File: config.mk
export PLATFORM = sky130hd
export DESIGN_NAME = bram16_arbiter
export DESIGN_NICKNAME = d
export VERILOG_FILES = /design/src/rtl/bram16_arbiter_pkg.sv /design/src/rtl/bram16_arbiter_rr_pick.sv /design/src/rtl/bram16_arbiter.sv
export SDC_FILE = /design/constraint.sdc
export NUM_CORES = 1
export LEC_CHECK = 0
export BUFFER_PORTS_ARGS = -buffer_cell sky130_fd_sc_hd__buf_2
export CORE_MARGIN = 5
export CORE_UTILIZATION = 41
export CTS_CLUSTER_SIZE = 25
export DETAILED_ROUTE_END_ITERATION = 7
export PLACE_DENSITY = 0.82
export SYNTH_ARGS = -nofsm -noshare
export SYNTH_HDL_FRONTEND = slang
export SYNTH_SLANG_ARGS = --single-unit
export TNS_END_PERCENT = 10
File: constraint.sdc
create_clock -name clk -period 1.45 [get_ports clk]
set_input_delay 0.2175 -clock clk [delete_from_list [all_inputs] [get_ports clk]]
set_output_delay 0.2175 -clock clk [all_outputs]
set_load 0.02 [all_outputs]
File: src/rtl/bram16_arbiter_pkg.sv
// Shared definitions for the BRAM port arbiter: FSM state encoding and grant-index width helper.
// Reused by other BRAM controllers that need the same state names or index sizing.
package bram16_arbiter_pkg;

  typedef enum logic [1:0] {
    ST_IDLE  = 2'd0,
    ST_ISSUE = 2'd1,
    ST_RESP  = 2'd2
  } arb_state_t;

  // Width of a master index; kept at least 1 so a single-master build still has a legal vector.
  function automatic int grant_width(input int n);
    return (n <= 1) ? 1 : $clog2(n);
  endfunction

endpackage

File: src/rtl/bram16_arbiter_rr_pick.sv
// Combinational round-robin picker: first requester at or after ptr, wrapping past the top index.
// No state and no backpressure; the caller registers the grant and advances ptr.
module rr_pick #(
  parameter int N  = 2,
  parameter int GW = 1
) (
  input  logic [N-1:0]  req,
  input  logic [GW-1:0] ptr,
  output logic [GW-1:0] grant,
  output logic          any
);

  logic found;

  always_comb begin
    grant = '0;
    found = 1'b0;
    any   = |req;
    for (int k = 0; k < N; k++) begin
      logic [GW:0] idx;
      idx = {1'b0, ptr} + (GW+1)'(k);
      if (idx >= (GW+1)'(N)) idx = idx - (GW+1)'(N);
      for (int i = 0; i < N; i++) begin
        if (!found && idx == (GW+1)'(i) && req[i]) begin
          grant = GW'(i);
          found = 1'b1;
        end
      end
    end
  end

endmodule

File: src/rtl/bram16_arbiter.sv
// Round-robin arbiter sharing one sync-read BRAM port among n_masters; one access per 3 cycles,
// req held until a one-cycle ack that arrives two cycles after the request is sampled.
module bram16_arbiter
  import bram16_arbiter_pkg::*;
#(
  parameter int n_masters  = 2,
  parameter int adr_width  = 11,
  parameter int data_width = 16
) (
  input  logic                            clk,
  input  logic                            rst,
  input  logic [n_masters-1:0]            m_req,
  input  logic [n_masters-1:0]            m_we,
  input  logic [n_masters*adr_width-1:0]  m_a,
  input  logic [n_masters*data_width-1:0] m_do,
  output logic [n_masters-1:0]            m_ack,
  output logic [data_width-1:0]           m_di,
  output logic [adr_width-1:0]            bram_a,
  output logic [data_width-1:0]           bram_do,
  output logic                            bram_we,
  input  logic [data_width-1:0]           bram_di
);

  localparam int GW = grant_width(n_masters);

  arb_state_t state, state_nxt;
  logic [GW-1:0]         grant_q, ptr_q, pick_g;
  logic                  pick_any;
  logic [adr_width-1:0]  sel_a;
  logic [data_width-1:0] sel_do;
  logic                  sel_we;
  logic [n_masters-1:0]  ack_nxt;

  rr_pick #(.N(n_masters), .GW(GW)) u_pick (
    .req   (m_req),
    .ptr   (ptr_q),
    .grant (pick_g),
    .any   (pick_any)
  );

  always_comb begin
    sel_a  = '0;
    sel_do = '0;
    sel_we = 1'b0;
    for (int i = 0; i < n_masters; i++) begin
      if (pick_g == GW'(i)) begin
        sel_a  = m_a[i*adr_width +: adr_width];
        sel_do = m_do[i*data_width +: data_width];
        sel_we = m_we[i];
      end
    end
  end

  always_comb begin
    ack_nxt = '0;
    for (int i = 0; i < n_masters; i++) ack_nxt[i] = (grant_q == GW'(i));
  end

  always_comb begin
    state_nxt = state;
    case (state)
      ST_IDLE:  if (pick_any) state_nxt = ST_ISSUE;
      ST_ISSUE: state_nxt = ST_RESP;
      ST_RESP:  state_nxt = ST_IDLE;
      default:  state_nxt = ST_IDLE;
    endcase
  end

  // Master inputs are captured only in IDLE, so later changes never reach the BRAM.
  always_ff @(posedge clk or negedge rst) begin
    if (!rst) begin
      state   <= ST_IDLE;
      grant_q <= '0;
      ptr_q   <= '0;
      m_ack   <= '0;
      bram_a  <= '0;
      bram_do <= '0;
      bram_we <= 1'b0;
    end else begin
      state <= state_nxt;
      m_ack <= '0;
      case (state)
        ST_IDLE: begin
          if (pick_any) begin
            grant_q <= pick_g;
            bram_a  <= sel_a;
            bram_do <= sel_do;
            bram_we <= sel_we;
          end else begin
            bram_we <= 1'b0;
          end
        end
        ST_ISSUE: begin
          bram_we <= 1'b0;
          m_ack   <= ack_nxt;
        end
        ST_RESP: begin
          if (grant_q == GW'(n_masters - 1)) ptr_q <= '0;
          else                               ptr_q <= grant_q + 1'b1;
        end
        default: bram_we <= 1'b0;
      endcase
    end
  end

  assign m_di = bram_di;

endmodule

* Yosys cells after proc, flatten, opt, wreduce, memory -nomap -nowiden *
Index checks and enable logic that the tools add are counted.

cells by class
  eq/ne operators = 5
  $lt $le $gt $ge = 2
  bitwise operators = 1
  add/sub/neg operators = 4
  multiplexer cells = 17
  reductions and logical operators = 15

operators with widths
  kind                                                                                  number
  16-bit two-way mux                                                                    1
  11-bit two-way mux                                                                    1
  1-bit two-way mux                                                                     9
  2-bit two-way mux                                                                     4
  1-bit logical AND                                                                     7
  2-bit by 1-bit == test with 1-bit output (second input constant)                      3
  2-bit logical NOT                                                                     3
  2-bit one-hot mux with 2 select lines                                                 1
  1-bit logical NOT                                                                     3
  1-bit by 1-bit adder with 2-bit output (second input constant)                        1
  2-bit == test (second input constant)                                                 1
  1-bit by 2-bit greater-or-equal comparator with 1-bit output (second input constant)  1
  2-bit greater-or-equal comparator (second input constant)                             1
  2-bit != test (second input constant)                                                 1
  1-bit one-hot mux with 2 select lines                                                 1
  2-bit AND reduction                                                                   1
  2-bit OR reduction                                                                    1
  1-bit by 2-bit subtractor with 2-bit output (second input constant)                   1
  2-bit subtractor (second input constant)                                              1
  1-bit adder (second input constant)                                                   1
  1-bit inverter                                                                        1

word-level totals
  logic and storage cells = 51
  bits of input ports = 76
  register bits after elaboration = 34
  output and inout port bits = 46

* Logic depth before layout (Yosys ltp) *
Gate-level depths: netlist of the first run.

  word-level depth = 20
  gate-level depth with buffers = 5

* Hierarchy *
Synthesis of the first run repeated with hierarchy kept, for this count alone.

unflattened totals
  cells, all modules = 124
  area, all modules = 1788.0 sq um

by module, submodules not included
  module          instances  area an instance (sq um)  sequential area each (sq um)  cells an instance
  bram16_arbiter  1          1770.4                    850.8                         121
  rr_pick         1          17.5                      0.0                           3

* Worst setup path before layout of the first run *
OpenSTA, ideal clock, no wires.

  kind = reg-to-reg
  start = register state[0]
  end = register bram_a[0]
  period minus slack after synthesis = 1.197 ns
  data arrival time = 1.056 ns
  stages on the path, launching flop included = 5
  slack = 0.253 ns
  path buffers = 1
  required time = 1.309 ns
  cell sequence = dfrtp_1 -> nor2_1 -> and2_1 -> clkbuf_1 -> a31oi_1

on the way
  word-level cells in the longest chain between the ends = 2

RTL lines
  item                                  RTL line              RTL
  start: declaration                    bram16_arbiter.sv:26  arb_state_t state, state_nxt;
  start signal: assignment              bram16_arbiter.sv:80  state <= state_nxt;
  2-bit logical NOT                     bram16_arbiter.sv:82  case (state)
  2-bit AND reduction (no source line)  -
  end signal: assignment                bram16_arbiter.sv:86  bram_a <= sel_a;
  end: declaration                      bram16_arbiter.sv:18  output logic [adr_width-1:0] bram_a,

No other way between the ends.
A chain may end at the register's enable or synchronous reset.

* Worst setup path in the final report of the first run *
  start = register ptr_q
  end = register bram_do[13]

on the way
  word-level cells in the longest chain between the ends = 18
  elaborated cells on any way between the ends = 28

RTL lines
  item                                                                                                                                RTL line                      RTL
  start: declaration                                                                                                                  bram16_arbiter.sv:27          logic [GW-1:0] grant_q, ptr_q, pick_g;
  start signal: assignment                                                                                                            bram16_arbiter.sv:99          else ptr_q <= grant_q + 1'b1;
  1-bit by 2-bit subtractor with 2-bit output / 1-bit by 2-bit greater-or-equal comparator with 1-bit output (equally long branches)  bram16_arbiter_rr_pick.sv:22  if (idx >= (GW+1)'(N)) idx = idx - (GW+1)'(N);
  2-bit two-way mux                                                                                                                   bram16_arbiter_rr_pick.sv:22
  2-bit logical NOT                                                                                                                   bram16_arbiter_rr_pick.sv:24  if (!found && idx == (GW+1)'(i) && req[i]) begin
  1-bit logical AND                                                                                                                   bram16_arbiter_rr_pick.sv:24
  1-bit two-way mux                                                                                                                   bram16_arbiter_rr_pick.sv:24
  1-bit logical NOT                                                                                                                   bram16_arbiter_rr_pick.sv:24
  1-bit logical AND (2 in a row)                                                                                                      bram16_arbiter_rr_pick.sv:24
  1-bit two-way mux                                                                                                                   bram16_arbiter_rr_pick.sv:24
  1-bit logical NOT                                                                                                                   bram16_arbiter_rr_pick.sv:24
  1-bit logical AND (2 in a row)                                                                                                      bram16_arbiter_rr_pick.sv:24
  1-bit two-way mux                                                                                                                   bram16_arbiter_rr_pick.sv:24
  1-bit logical NOT                                                                                                                   bram16_arbiter_rr_pick.sv:24
  1-bit logical AND (2 in a row)                                                                                                      bram16_arbiter_rr_pick.sv:24
  1-bit two-way mux (*)                                                                                                               bram16_arbiter_rr_pick.sv:24
  16-bit two-way mux (*)                                                                                                              bram16_arbiter.sv:46          if (pick_g == GW'(i)) begin
  end signal: assignment                                                                                                              bram16_arbiter.sv:87          bram_do <= sel_do;
  end: declaration                                                                                                                    bram16_arbiter.sv:19          output logic [data_width-1:0] bram_do,

Every way passes the cells marked *; elsewhere a longest branch is shown, timed or not.

==> flow_summary.json, run 1 <==
{
  "drt-total-wl_mm": 5.22,
  "ys_top_cells_by_area": "dfrtp_1, a31oi_1, o21ai_0",
  "cts_buffers": 5,
  "ios": 122,
  "hpwl_mm": 3.54,
  "wl_per_cell_um": 16.5,
  "skew_ns": 0.00150,
  "gr-usage-all-layers_pct": 18.1,
  "fp.dieH_um": 75.4,
  "finalSetupViolCount": 0,
  "htree_levels": 2,
  "die_w_um": 75.4,
  "antenna_found_initial": 0,
  "leakage_nw": 1.03,
  "drt-pass1-iter-count": 4,
  "syn_avg_cell_area_um2": 8.90,
  "multiInputGateArea_um2": 693,
  "yosys_warnings": 0,
  "fmax_ghz": 0.782,
  "routed_via_density": 5.62,
  "yosysTopAreaCell": "dfrtp_1",
  "fillerInstances": 403,
  "post_cts_buffers": 0,
  "grt.busiest_layer": "met2",
  "grt_pass1_wl_mm": 7.89,
  "max_slew.worst_pin.slew_ns": 0.766,
  "synth_compound_area_share_pct": 26.5,
  "dr_total_vias": 1777,
  "hp-class": "input port to asynchronous set/reset pin",
  "synth-simple-area-share_pct": 11.6,
  "drtAntennaViolNets": 0,
  "nets": 343,
  "fin_util_pct": 54.5,
  "p_per_area_mw_per_mm2": 2150,
  "cts_sinks": 34,
  "synth_cells": 197,
  "use_met1_pct": 21.9,
  "status": "completed",
  "worst-endpoint-required_ns": 1.64,
  "grt_pass1_vias": 1720,
  "crit_path_start_kind": "register",
  "hold_viol": 0,
  "netlist_area_mm2": 0.00175,
  "synth_top_family_by_area": "compound AO/OA/AOI/OAI gates",
  "cts_tree": "built",
  "num_antenna_cells": 0,
  "ff_latch_area_um2": 851,
  "met2_usage_pct": 29.6,
  "ir_worst_vdd_mv": 0.999,
  "synthAdderAreaFrac_pct": 0,
  "ys_ff_latch": 34,
  "min_period_ns": 1.28,
  "grt-ovfl-total": 0,
  "root_buffer": "clkbuf_8",
  "dieArea_mm2": 0.00569,
  "yosysTopAreaCellShare_pct": 48.5,
  "drive_gt1_share_pct": 40.2,
  "drv_cap": 0,
  "fin_area_mm2": 0.00223,
  "rows": 23,
  "worstPathArrival_ns": 1.47,
  "ys_types": 20,
  "drt_iter0_drc": 60,
  "grt_max_degree": 35,
  "synthToLayoutAreaGrowth_pct": 26.9,
  "core_mm2": 0.00409,
  "gp_congestion": 0.797,
  "fin_crit_sh_pct": 88.2,
  "synth_fp_nets": 273,
  "route.detailed.drc": 0,
  "slew_headroom_pct": 48.9,
  "seq_area_frac_synth_pct": 48.5,
  "synth-xor-area-share_pct": 0,
  "cts.path.max_buffers": 2,
  "initial_core_util_pct": 42.9,
  "cp_max_fo": 16,
  "portBuffers": 89,
  "clk_pin_slew_ns": 0.06,
  "synthMuxAreaShare_pct": 0,
  "clk_latency_ns": 0.28,
  "worstSetupEndpointType": "register",
  "slew_viol_final": 0,
  "use_met3_pct": 5.67,
  "critical_path_class": "register to register",
  "rsz0062_at_grt": "false",
  "dpl_cell_area_mm2": 0.00212
}
## flip-flops by register name (all words and copies together) (netlist names)
register	cells
bram_a	11
bram_do	16
m_ack	2
state	2
grant_q	1
bram_we	1
ptr_q	1
## cell families (layout without fill, tap and decap cells)
family,after synthesis,after routing
compound gates,85,85
flops,34,34
buf+inv,39,107
simple gates,39,40
## final cells by class
cell class              instances  share of cell area, %
flip-flops and latches         34                   38.2
multi-input cells             125                   31.1
repair buffers                 98                   23.6
clock buffers                   6                   3.71
well taps                      50                   2.81
inverters                       3                  0.506
## report_power, final
| part | total, mW | leakage [nW] | switching [mW] | internal, mW |
|---|---|---|---|---|
| Clock | 0.680 | 0.0431 | 0.314 | 0.366 |
| Sequential | 1.71 | 0.391 | 0.280 | 1.43 |
| Combinational | 2.40 | 0.594 | 1.53 | 0.871 |
| Total | 4.79 | 1.03 | 2.12 | 2.66 |
## through the flow
stage / instances / hold slack [ns] / worst slack (ns) / TNS [ns] / power [mW]
finish: 316 / 0.00800 / 0.172 / 0 / 4.79
global route: 316 / 0.0575 / 0.0684 / 0 / 5.13
floorplan: 197 / -0.0781 / 0.253 / 0 / 3.29
detailed placement: 309 / 0.328 / -0.225 / -4.25 / 4.10
global placement: 309 / 0.317 / -0.0723 / -1.51 / 4.01
CTS: 315 / 0.0212 / 0.0530 / 0 / 4.81
## cell usage after synthesis
library cell,count
a21oi_1,27
a31oi_1,27
and2_1,3
buf_2,8
buf_4,16
buf_6,2
clkbuf_1,8
clkbuf_2,2
dfrtp_1,34
inv_1,3
nand2_1,1
nand2b_1,2
nand3_1,28
nand4_1,1
nor2_1,1
nor2b_1,2
o2111ai_1,1
o211ai_1,1
o21ai_0,29
or2_1,1
## worst paths after layout
path                                     to  cells after the start  slack, ns  startpoint
max in group asynchronous         bram_a[1]                      1       0.95         rst
min in group clk                  bram_a[9]                      3       0.20      m_a[9]
worst max-delay path            bram_do[13]                      4       0.17       ptr_q
worst max register to register  bram_do[13]                      4       0.17       ptr_q
worst min register to register     state[1]                      1       0.52    state[1]
worst min-delay path               m_ack[1]                      1      0.008         rst
## critical path, stage by stage, from the launching register on
cell	delay [ns]
dfrtp_1	0.48
nand2b_1	0.17
buf_4	0.21
nand3_1	0.10
a31oi_1	0.22
## routing by layer
layer  wire, um  up-vias
met3        541       16
li1           -      838
met1       2020      821
met2       2530      102
met5          0        -
met4        121        0
## layout by cell type (no fill, tap or decap)
cell       Yosys  final
a21oi_1       27     27
a31oi_1       27     27
and2_1         3      3
buf_12         0      1
buf_2          8     89
buf_4         16      8
clkbuf_8       0      6
dfrtp_1       34     34
inv_1          3      3
nand2_1        1      1
nand2b_1       2      2
nand3_1       28     28
nand4_1        1      1
nor2_2         0      1
nor2b_1        2      1
nor2b_4        0      2
o2111ai_1      1      1
o211ai_1       1      1
o21ai_0       29     29
or2_1          1      1
## timing repair
action / CTS / global route
gates cloned: 0 / 1
hold buffers: 0 / 0
gates resized for setup: 1 / 1
endpoints found under the setup margin: 28 / 3
hold endpoints to repair: 0 / 0
Power figures use the tool's default switching activity.
==> inputs of run 2 (changes only) <==
- CORE_ASPECT_RATIO: default -> 1.4
- MAX_ROUTING_LAYER: default -> met4
==> run 2 against run 1 <==
Via count fell by 0.23%. Clock power fell by 6.8%. Sequential share of layout area barely moved. Combinational power barely moved. Critical path depth fell by 1. Clock skew rose by 0.0021 ns. Non-clock buffer count rose by 5. Sequential power barely moved. Final cell count did not move. Die area rose by 0.32%. Power fell by 1.8%. Critical endpoint is now bram_do[1]. Largest cell class unchanged.
==> flow_summary.json, run 2 (synthesis results as in run 1) <==
{
  "max_slew.worst_pin.slew_ns": 0.539,
  "setup_tns_ns": 0,
  "htree_levels": 2,
  "hp-start": "m_do[12]",
  "portBuffers": 89,
  "drt-total-wl_mm": 5.03,
  "finalSetupViolCount": 0,
  "drv_cap": 0,
  "hp-class": "input port to register",
  "root_buffer": "clkbuf_8",
  "clk_latency_ns": 0.28,
  "dieArea_mm2": 0.00571,
  "power_frac_seq_pct": 35.8,
  "reg_top3": "bram_do (16), bram_a (11)",
  "skew_ns": 0.00359,
  "hold_viol": 0,
  "clk_pin_slew_ns": 0.06,
  "critical_path_class": "register to register",
  "routed_via_density": 5.61,
  "grt-ovfl-total": 0,
  "largest_reg_flops": 16,
  "cts_buffers": 5,
  "drt-pass1-iter-count": 4,
  "rrSetupSlack_ns": 0.14,
  "cts_sinks": 34,
  "dr_total_vias": 1773,
  "combinationalPowerShare_pct": 50.7,
  "die_w_um": 65.3,
  "p_per_area_mw_per_mm2": 2110,
  "worst-endpoint-required_ns": 1.64,
  "fin_util_pct": 53.0,
  "leakage_nw": 1.04,
  "drive_gt1_share_pct": 40.2,
  "initial_core_util_pct": 41.7,
  "cp_max_fo": 28,
  "fp.dieH_um": 87.4,
  "worstSetupEndpointType": "register",
  "gr-usage-all-layers_pct": 18.3,
  "grt_max_degree": 29,
  "timing.rr.end": "bram_do[1]",
  "route.detailed.drc": 0,
  "highest_layer": "met4",
  "drtAntennaViolNets": 0,
  "fillerInstances": 411,
  "rows": 28,
  "worstHoldEndpoint": "bram_do[12]",
  "grt_pass1_wl_mm": 7.90,
  "r2r-start": "ptr_q",
  "clockPowerShare_pct": 13.5,
  "slew_headroom_pct": 64.0,
  "core_mm2": 0.00420,
  "multiInputGateArea_um2": 679,
  "dp_slack_ns": -0.148,
  "ios": 122,
  "cts.path.max_buffers": 2,
  "wl_per_cell_um": 15.9,
  "ff_latch_area_um2": 851,
  "gp_congestion": 0.766,
  "wl_met2_mm": 2.58,
  "layout_common_cells": "buf_2, dfrtp_1, o21ai_0",
  "crit_path_start_kind": "register",
  "hold_depth": 3,
  "antenna_found_initial": 0,
  "hpwl_mm": 3.72,
  "status": "completed",
  "ir_worst_vdd_mv": 0.875,
  "cts_tree": "built",
  "m1WireLength_mm": 2.05,
  "fmax_ghz": 0.761,
  "setup_ws_ns": 0.135,
  "rsz0062_at_grt": "false",
  "worstRegToRegCells": 3,
  "drt_iter0_drc": 119,
  "min_period_ns": 1.31,
  "final_common_cell": "buf_2",
  "wl_met3_um": 339,
  "switchingPower_mw": 2.08,
  "slew_viol_final": 0,
  "p_int_mw": 2.62,
  "fin_crit_sh_pct": 90.7,
  "synthToLayoutAreaGrowth_pct": 27.0,
  "nets": 347,
  "largest-register": "bram_do",
  "worstPathArrival_ns": 1.50,
  "num_antenna_cells": 0,
  "swShare_pct": 44.2,
  "grt_pass1_vias": 1735
}
[run 2: through the flow]
step | total power [mW] | area [um^2] | hold slack, ns | std cells
6_report | 4.70 | 2230 | 0.204 | 316
5_1_grt | 5.03 | 2230 | 0.207 | 316
4_1_cts | 4.76 | 2230 | 0.196 | 316
3_5_place_dp | 4.11 | 2140 | 0.165 | 308
3_3_place_gp | 4.02 | 2140 | 0.160 | 308
2_1_floorplan | 3.29 | 1750 | -0.0781 | 197
[run 2: cell type report]
type,instances,share of cell area [%]
flip-flops and latches,34,38.2
multi-input cells,124,30.5
repair buffers,103,24.8
clock buffers,7,3.43
inverters,3,0.506
well taps,45,2.53
[run 2: repair_timing]
| action | 4_1_cts | 5_1_grt |
|---|---|---|
| endpoints found under the hold margin | 16 | 0 |
| buffers inserted | 0 | 0 |
| endpoints found under the setup margin | 28 | 0 |
| hold buffers | 1 | 0 |
| gates resized for setup | 1 | 0 |
[run 2: worst max path at each step]
stage                              to  slack (ns)  cells past startpoint     start
final                      bram_do[1]        0.14                      3     ptr_q
after global routing      bram_do[14]       0.005                      3     ptr_q
after CTS                  bram_do[1]        0.13                      3     ptr_q
after detailed placement   bram_do[1]       -0.15                      3     ptr_q
after global placement      bram_a[2]       -0.08                      3     ptr_q
after floorplan             bram_a[0]        0.25                      4  state[0]
[run 2: worst max-delay path, cell delays in order, from the launching register on]
cell and delay, ns:
dfrtp_1 0.41, nor2b_4 0.46, o21ai_0 0.14, a31oi_1 0.21
[run 2: layer usage]
layer	GRT usage, %	up-vias
met1	20.1	847
li1	-	853
met5	-	-
met4	5.28	0
met3	4.65	11
met2	32.3	62
[run 2: power by group through the flow]
stage	clock [mW]	combinational, mW	sequential [mW]
after floorplan	0	1.11	2.18
after global placement	0	2.34	1.67
after detailed placement	0	2.41	1.69
after CTS	0.656	2.41	1.69
after global routing	0.682	2.60	1.75
final	0.634	2.38	1.68
==> inputs of run 3 (changes only) <==
- CORE_ASPECT_RATIO: 1.4 -> 1.75
==> run 3 against run 2 <==
Clock skew hardly changed. Worst setup slack better by 0.0016 ns. Power is 1.1% higher. Die area is 0.58% higher. Register-to-register slack hardly changed. Largest power group unchanged.
==> flow_summary.json, run 3 (synthesis results as in run 1) <==
{
  "rows": 31,
  "ios": 122,
  "finalSetupViolCount": 0,
  "slew_viol_final": 0,
  "skew_ns": 0.00350,
  "drive_gt1_share_pct": 40.5,
  "fp.dieH_um": 96.5,
  "drtAntennaViolNets": 0,
  "grt_pass1_wl_mm": 7.67,
  "min_period_ns": 1.31,
  "grt_max_degree": 35,
  "drt_iter0_drc": 66,
  "fin_area_mm2": 0.00227,
  "num_antenna_cells": 0,
  "slew_headroom_pct": 64.2,
  "drv_cap": 0,
  "hpwl_mm": 3.78,
  "worst-endpoint-required_ns": 1.64,
  "fin_crit_sh_pct": 90.6,
  "crit_path_start_kind": "register",
  "fillerInstances": 397,
  "dr_total_vias": 1712,
  "p_per_area_mw_per_mm2": 2090,
  "cts.path.max_buffers": 2,
  "clk_pin_slew_ns": 0.06,
  "drt-total-wl_mm": 5.01,
  "largest_reg_flops": 16,
  "swShare_pct": 43.4,
  "reg_top3": "bram_do (16), bram_a (11)",
  "nets": 346,
  "power_frac_seq_pct": 35.5,
  "dp_slack_ns": -0.155,
  "hold_viol": 0,
  "setup_tns_ns": 0,
  "largest-register": "bram_do",
  "critical_path_class": "register to register",
  "ir_worst_vdd_mv": 1.35,
  "clockPowerShare_pct": 14.1,
  "hp-class": "input port to register",
  "combinationalPowerShare_pct": 50.4,
  "cts_sinks": 34,
  "cts_tree": "built",
  "rsz0062_at_grt": "false",
  "core_mm2": 0.00415,
  "synthToLayoutAreaGrowth_pct": 29.3,
  "cp_max_fo": 28,
  "wl_per_cell_um": 15.8,
  "dieArea_mm2": 0.00574,
  "hold_ws_ns": 0.211,
  "fin_util_pct": 54.7,
  "leakage_nw": 1.05,
  "drt-pass1-iter-count": 4,
  "status": "completed",
  "layout_common_cells": "buf_2, dfrtp_1, o21ai_0, nand3_1",
  "switchingPower_mw": 2.06,
  "dpl_cell_area_mm2": 0.00217,
  "setup_ws_ns": 0.137,
  "p_int_mw": 2.69,
  "portBuffers": 89,
  "worstSetupEndpointType": "register",
  "final_common_cell": "buf_2",
  "die_w_um": 59.4,
  "routed_via_density": 5.38,
  "root_buffer": "clkbuf_8",
  "gr-usage-all-layers_pct": 18.1,
  "cts_buffers": 5,
  "fmax_ghz": 0.762,
  "clk_latency_ns": 0.27,
  "htree_levels": 2,
  "max_slew.worst_pin.slew_ns": 0.535,
  "gp_congestion": 0.847,
  "initial_core_util_pct": 42.3,
  "grt-ovfl-total": 0,
  "antenna_found_initial": 0,
  "worstPathArrival_ns": 1.50,
  "grt_pass1_vias": 1730,
  "route.detailed.drc": 0
}
==> run 3: changes by cell type in the layout (fill, tap and decap cells not counted), sizes merged <==
cell and change:
buf -1, clkbuf -1
==> run 3: timing repair <==
action | CTS | global route
setup endpoints to repair | 28 | 1
hold buffers | 1 | 0
resized for setup | 1 | 1
setup buffers | 0 | 0
hold endpoints to repair | 34 | 0
==> run 3: per-stage QoR <==
stage / power, mW / std cells
after floorplan: 3.29 / 197
after global placement: 4.04 / 311
after detailed placement: 4.11 / 311
after CTS: 4.80 / 318
after global routing: 5.08 / 318
final: 4.75 / 318
==> run 3: worst paths after layout <==
check,startpoint,slack (ns),end,cells after the start
worst max-delay path,ptr_q,0.14,bram_a[5],3
worst min-delay path,m_do[13],0.21,bram_do[13],3
worst max register to register,ptr_q,0.14,bram_a[5],3
worst min register to register,state[1],0.51,state[1],1
max in group asynchronous,rst,0.84,bram_a[0],3
min in group asynchronous,rst,0.43,bram_a[2],3
==> run 3: critical path, cell delays in order (launching register included) <==
cell and delay, ns:
dfrtp_1 0.42, nor2b_4 0.46, o21ai_0 0.15, a31oi_1 0.20
==> run 3: area by class of cell <==
cell class	instances	area [um^2]	share of cell area (%)
Sequential cell	34	851	37.5
Timing Repair Buffer	102	583	25.7
Multi-Input combinational cell	124	679	30.0
Tap cell	49	61.3	2.70
Inverter	3	11.3	0.496
Clock buffer	6	82.6	3.64
==> run 3: metal layers <==
metal / GRT usage (%) / routed length (um) / share of wire (%)
met2: 31.9 / 2860 / 57
met3: 2.93 / 311 / 6.2
met5: - / 0 / 0
met4: 7.75 / 55 / 1.1
met1: 19.5 / 1780 / 36
==> run 3: power by group through the flow <==
stage               Sequential, mW  Combinational, mW  Clock [mW]
floorplan                     2.18               1.11           0
global placement              1.69               2.36           0
detailed placement            1.69               2.42           0
CTS                           1.69               2.42       0.689
global route                  1.74               2.63       0.719
finish                        1.69               2.40       0.668
